==> config.mk <==
export PLATFORM = sky130hd
export DESIGN_NAME = xadc_drp_arbiter
export DESIGN_NICKNAME = d
export VERILOG_FILES = /design/src/rtl/xadc_drp_arbiter.sv
export SDC_FILE = /design/constraint.sdc
export NUM_CORES = 1
export LEC_CHECK = 0
export BUFFER_PORTS_ARGS = -buffer_cell sky130_fd_sc_hd__buf_2
export CORE_AREA = 2 2 89 91
export CTS_CLUSTER_DIAMETER = 200
export DETAILED_ROUTE_END_ITERATION = 7
export DIE_AREA = 0 0 91 93
export PLACE_DENSITY = 0.67
export SYNTH_ARGS = -nofsm -noshare
export SYNTH_HDL_FRONTEND = slang
export SYNTH_SLANG_ARGS = --single-unit
==> constraint.sdc <==
create_clock -name clk -period 2.9 [get_ports clk]
set_clock_uncertainty 0.05 [all_clocks]
set_input_delay 0.29 -clock clk [delete_from_list [all_inputs] [get_ports clk]]
set_output_delay 0.29 -clock clk [all_outputs]
set_load 0.005 [all_outputs]
==> src/rtl/xadc_drp_arbiter.sv <==
// Shares the XADC DRP port between the eoc-triggered sampler and a host register port.
// One DRP transaction at a time, round-robin on ties, drdy timeout aborts with an error.
module xadc_drp_arbiter #(
   parameter logic [6:0]  SAMPLE_ADDR = 7'h12,
   parameter int unsigned TIMEOUT_CYC = 64
) (
   input  logic        clk,
   input  logic        rst,
   input  logic        eoc_in,
   input  logic        host_req,
   input  logic        host_we,
   input  logic [6:0]  host_addr,
   input  logic [15:0] host_wdata,
   output logic        host_ack,
   output logic [15:0] host_rdata,
   output logic        host_err,
   output logic        drp_den,
   output logic        drp_dwe,
   output logic [6:0]  drp_daddr,
   output logic [15:0] drp_di,
   input  logic [15:0] drp_do,
   input  logic        drp_drdy,
   output logic        sample_valid,
   output logic [11:0] sample_data,
   output logic        overrun
);

   typedef enum logic [1:0] {S_IDLE, S_ISSUE, S_WAIT, S_DONE} state_t;
   typedef enum logic {OWN_SAMPLE = 1'b0, OWN_HOST = 1'b1} owner_t;

   localparam logic [7:0] TO_LAST = 8'(TIMEOUT_CYC - 1);

   state_t      state_q;
   owner_t      owner_q, last_grant_q;
   logic        we_q;
   logic [7:0]  cnt_q;
   logic        sample_pend_q, sample_pend_d;
   logic        overrun_q, overrun_d;
   logic        den_q, dwe_q;
   logic [6:0]  daddr_q;
   logic [15:0] di_q;
   logic        host_ack_q, host_err_q;
   logic [15:0] host_rdata_q;
   logic        sample_valid_q;
   logic [11:0] sample_data_q;
   logic        samp_req, grant_sample, grant_host;

   // A live eoc counts as a sample request straight away, so a coincident host
   // request still loses the first tie to the sampler.
   always_comb begin
      samp_req     = sample_pend_q | eoc_in;
      grant_sample = 1'b0;
      grant_host   = 1'b0;
      if (state_q == S_IDLE) begin
         if (samp_req && host_req) begin
            grant_sample = (last_grant_q == OWN_HOST);
            grant_host   = (last_grant_q == OWN_SAMPLE);
         end else begin
            grant_sample = samp_req;
            grant_host   = host_req;
         end
      end
      sample_pend_d = sample_pend_q;
      if (grant_sample)
         sample_pend_d = sample_pend_q & eoc_in;  // eoc that was itself the request is consumed
      else if (eoc_in)
         sample_pend_d = 1'b1;
      overrun_d = eoc_in & sample_pend_q & ~grant_sample;
   end

   always_ff @(posedge clk or posedge rst) begin
      if (rst) begin
         state_q        <= S_IDLE;
         owner_q        <= OWN_SAMPLE;
         last_grant_q   <= OWN_HOST;
         we_q           <= 1'b0;
         cnt_q          <= '0;
         sample_pend_q  <= 1'b0;
         overrun_q      <= 1'b0;
         den_q          <= 1'b0;
         dwe_q          <= 1'b0;
         daddr_q        <= '0;
         di_q           <= '0;
         host_ack_q     <= 1'b0;
         host_err_q     <= 1'b0;
         host_rdata_q   <= '0;
         sample_valid_q <= 1'b0;
         sample_data_q  <= '0;
      end else begin
         sample_pend_q <= sample_pend_d;
         overrun_q     <= overrun_d;
         case (state_q)
            S_IDLE: begin
               if (grant_sample || grant_host) begin
                  owner_q <= grant_host ? OWN_HOST : OWN_SAMPLE;
                  we_q    <= grant_host & host_we;
                  dwe_q   <= grant_host & host_we;
                  daddr_q <= grant_host ? host_addr : SAMPLE_ADDR;
                  di_q    <= grant_host ? host_wdata : 16'h0000;
                  den_q   <= 1'b1;
                  state_q <= S_ISSUE;
               end
            end
            S_ISSUE: begin
               den_q   <= 1'b0;
               dwe_q   <= 1'b0;
               cnt_q   <= '0;
               state_q <= S_WAIT;
            end
            S_WAIT: begin
               if (drp_drdy) begin
                  state_q <= S_DONE;
                  if (owner_q == OWN_SAMPLE) begin
                     sample_data_q  <= drp_do[15:4];
                     sample_valid_q <= 1'b1;
                  end else begin
                     host_ack_q <= 1'b1;
                     host_err_q <= 1'b0;
                     if (!we_q) host_rdata_q <= drp_do;
                  end
               end else if (cnt_q == TO_LAST) begin
                  // Timed-out sample is dropped silently; the host gets an error ack.
                  state_q <= S_DONE;
                  if (owner_q == OWN_HOST) begin
                     host_ack_q <= 1'b1;
                     host_err_q <= 1'b1;
                  end
               end else begin
                  cnt_q <= cnt_q + 8'd1;
               end
            end
            S_DONE: begin
               sample_valid_q <= 1'b0;
               host_ack_q     <= 1'b0;
               host_err_q     <= 1'b0;
               last_grant_q   <= owner_q;
               state_q        <= S_IDLE;
            end
            default: state_q <= S_IDLE;
         endcase
      end
   end

   assign host_ack     = host_ack_q;
   assign host_rdata   = host_rdata_q;
   assign host_err     = host_err_q;
   assign drp_den      = den_q;
   assign drp_dwe      = dwe_q;
   assign drp_daddr    = daddr_q;
   assign drp_di       = di_q;
   assign sample_valid = sample_valid_q;
   assign sample_data  = sample_data_q;
   assign overrun      = overrun_q;

endmodule
==> flow_metrics.env <==
export IMPL_antenna_found_initial=0
export IMPL_final_nets=378
export IMPL_cts_resized=0
export IMPL_syn_area_um2=2950
export IMPL_clk_path_buf_depth=2
export IMPL_async_reset_ff_share_pct=100
export IMPL_root_buffer="clkbuf_8"
export IMPL_overflow=0
export IMPL_p_leak_uw=0.00193
export IMPL_drv_slew=0
export IMPL_cts_made_buffers=9
export IMPL_grt_pass1_vias=2123
export IMPL_tightest_slew_ps=824
export IMPL_final_area_um2=3780
export IMPL_num_io_pins=102
export IMPL_dpl_hpwl_um=4420
export IMPL_p_per_area_nw_per_um2=985
export IMPL_setup_viol=0
export IMPL_hold_path_class="in2async"
export IMPL_die_x_um=91
export IMPL_status="complete, no violations"
export IMPL_final_layout_size_suffix_gt1_share_pct=48.8
export IMPL_start_util_pct=39.2
export IMPL_path_cells="inv_1 -> ha_1 -> and3_1 -> nand2_1 -> o22ai_1"
export IMPL_vias_per_cell=4.93
export IMPL_hold_slack_ps=46.1
export IMPL_nFillCells=716
export IMPL_final_antenna_net_count=0
export IMPL_ctsHoldBuffers=0
export IMPL_period_minus_slack_ps=1980
export IMPL_area_growth_pct=28.3
export IMPL_via_count=2141
export IMPL_drc=0
export IMPL_met2_usage_pct=24.0
export IMPL_ys_seq_elements=71
export IMPL_crit_type="reg2reg"
export IMPL_die_y_um=93
export IMPL_final_cell_mix="buf_2 (101), dfrtp_1 (70), mux2_2 (29)"
export IMPL_relSlewSlack_pct=45.1
export IMPL_synth_nets=273
export IMPL_die_area_um2=8460
export IMPL_yosysSeqAreaShare_pct=60.3
export IMPL_cts_sinks=71
export IMPL_cp_end_kind="flop"
export IMPL_rsz0062_at_grt="no"
export IMPL_fin_crit_sh_pct=68.3
export IMPL_ir_drop_uv=422
export IMPL_ys_flop_type="dfrtp_1"
export IMPL_crit_required_ps=3110
export IMPL_synthCells=222
export IMPL_cap_violations=0
export IMPL_timing_critical_path_from_type="flop"
export IMPL_reg2reg_to="drp_dwe"
export IMPL_avgSynthCellArea_um2=13.3
export IMPL_clk_latency_ps=340
export IMPL_postPlaceCellArea_um2=3560
export IMPL_grt_busiest_layer="met2"
export IMPL_hold_viol=0
export IMPL_antennaDiodeCount=0
export IMPL_grt_use_total_pct=15.4
export IMPL_drt_iter0_drc=113
export IMPL_cts_tree="done"
export IMPL_synth_edf_count=0
export IMPL_path_max_fanout=22
export IMPL_gp_congestion=0.790
export IMPL_ys_warn_count=0
export IMPL_dp_cells=418
export IMPL_synth_cell_types=44
export IMPL_first_pass_iters=6
export IMPL_arrival_ps=2190
export IMPL_worstReg2RegStart="state_q[0]"
export IMPL_htree_levels=3
export IMPL_final_common_cell="buf_2"
export IMPL_final_cells=434
export IMPL_wl_um=6140
export IMPL_grt_use_met3_pct=4.83
export IMPL_crit_slowest_cell="and3_1"
export IMPL_io_buffers=101
export IMPL_cts_setup_buffers=0
export IMPL_core_area_um2=7530
export IMPL_fin_ws_ps=919
export IMPL_fmax_mhz=505
export IMPL_row_count=32
export IMPL_clkTransAtPathRegs_ps=80
export IMPL_grt_max_degree=40
export IMPL_multi_input_area_um2=1090
export IMPL_r2r_cells=5
export IMPL_rrSetupSlack_ps=920
export IMPL_use_met1_pct=19.8
export IMPL_wl_per_cell_um=14.1
export IMPL_grt_pass1_wl_um=10200
export IMPL_setup_tns_ps=0
export IMPL_seqCellArea_um2=1780
export IMPL_critPathMaxStageDelay_ps=690
export IMPL_pre_cts_ws_ps=913
cells in the mapped netlist, types with 2 or more instances:
cell type	instances	share of area [%]
a21oi_1	6	1.0
buf_2	5	0.85
a22o_1	21	6.2
nor2_1	6	0.76
mux2_2	29	11
nand2b_1	2	0.42
o21ai_0	9	1.5
a22oi_1	2	0.51
o22ai_1	2	0.42
a21o_1	2	0.51
nand3_1	2	0.34
nor3_1	3	0.51
ha_1	6	2.5
buf_4	2	0.51
nor2b_1	4	0.85
dfrtp_1	70	59
inv_1	7	0.89
and3_1	2	0.42
o22a_1	2	0.59
a31oi_1	3	0.64
nand2_1	14	1.8
per-layer routing:
metal,vias up,part of all wire [%]
met2,86,46
met3,9,7.2
li1,1025,-
met5,-,0
met4,0,1.6
met1,1021,45
critical path: cells and delay by family, from the launching register on:
family	cells	cell delay (ps)
AND/OR/NAND/NOR	2	850
flip-flops	1	410
adder cells (fa/ha/maj)	1	290
AO/OA/AOI/OAI	1	170
buffers and inverters	1	140
cell families (layout without fill, tap and decap cells):
kind of cell / after synthesis / in the layout / share of synthesized area (%)
fa+ha+maj: 7 / 7 / 2.88
flops: 71 / 71 / 60.3
mux: 31 / 31 / 11.9
buf+inv: 16 / 126 / 2.76
compound gates: 54 / 54 / 13.4
simple gates: 43 / 43 / 8.82
power by group:
| group | total, uW | switching [uW] | internal, uW |
|---|---|---|---|
| clock network | 887 | 391 | 496 |
| registers | 1580 | 210 | 1370 |
| logic | 1260 | 593 | 671 |
| total | 3730 | 1190 | 2530 |
state kept, by name, indices dropped and copies added, names as in the netlist:
name,count
last_grant_q,1
cnt_q,8
drp_di,16
drp_daddr,7
sample_pend_q,1
drp_dwe,1
drp_den,1
state_q,2
sample_valid,1
host_ack,1
owner_q,1
host_err,1
we_q,1
sample_data,12
overrun,1
host_rdata,16
how the worst max path moves through the flow:
stage	from	to	cells after the start
floorplan	rst	cnt_q[0]	1
global placement	state_q[0]	state_q[1]	7
detailed placement	state_q[0]	drp_dwe	5
CTS	state_q[0]	drp_dwe	5
global route	state_q[0]	drp_dwe	5
finish	state_q[0]	drp_dwe	5
stage by stage:
step / util (%) / total power (uW)
floorplan: - / 2370
global placement: 47.2 / 2840
detailed placement: 47.2 / 2880
CTS: 50.3 / 3780
global route: 50.3 / 4010
finish: 50.3 / 3730
cell type report:
type,instances,area share (%)
clock buffer,9,3.27
inverter,7,0.694
clock inverter,7,2.78
multi-input combinational,135,28.8
timing repair buffer,103,14.1
sequential,71,47.0
tap,102,3.37
(Power assumes the default switching activity.)
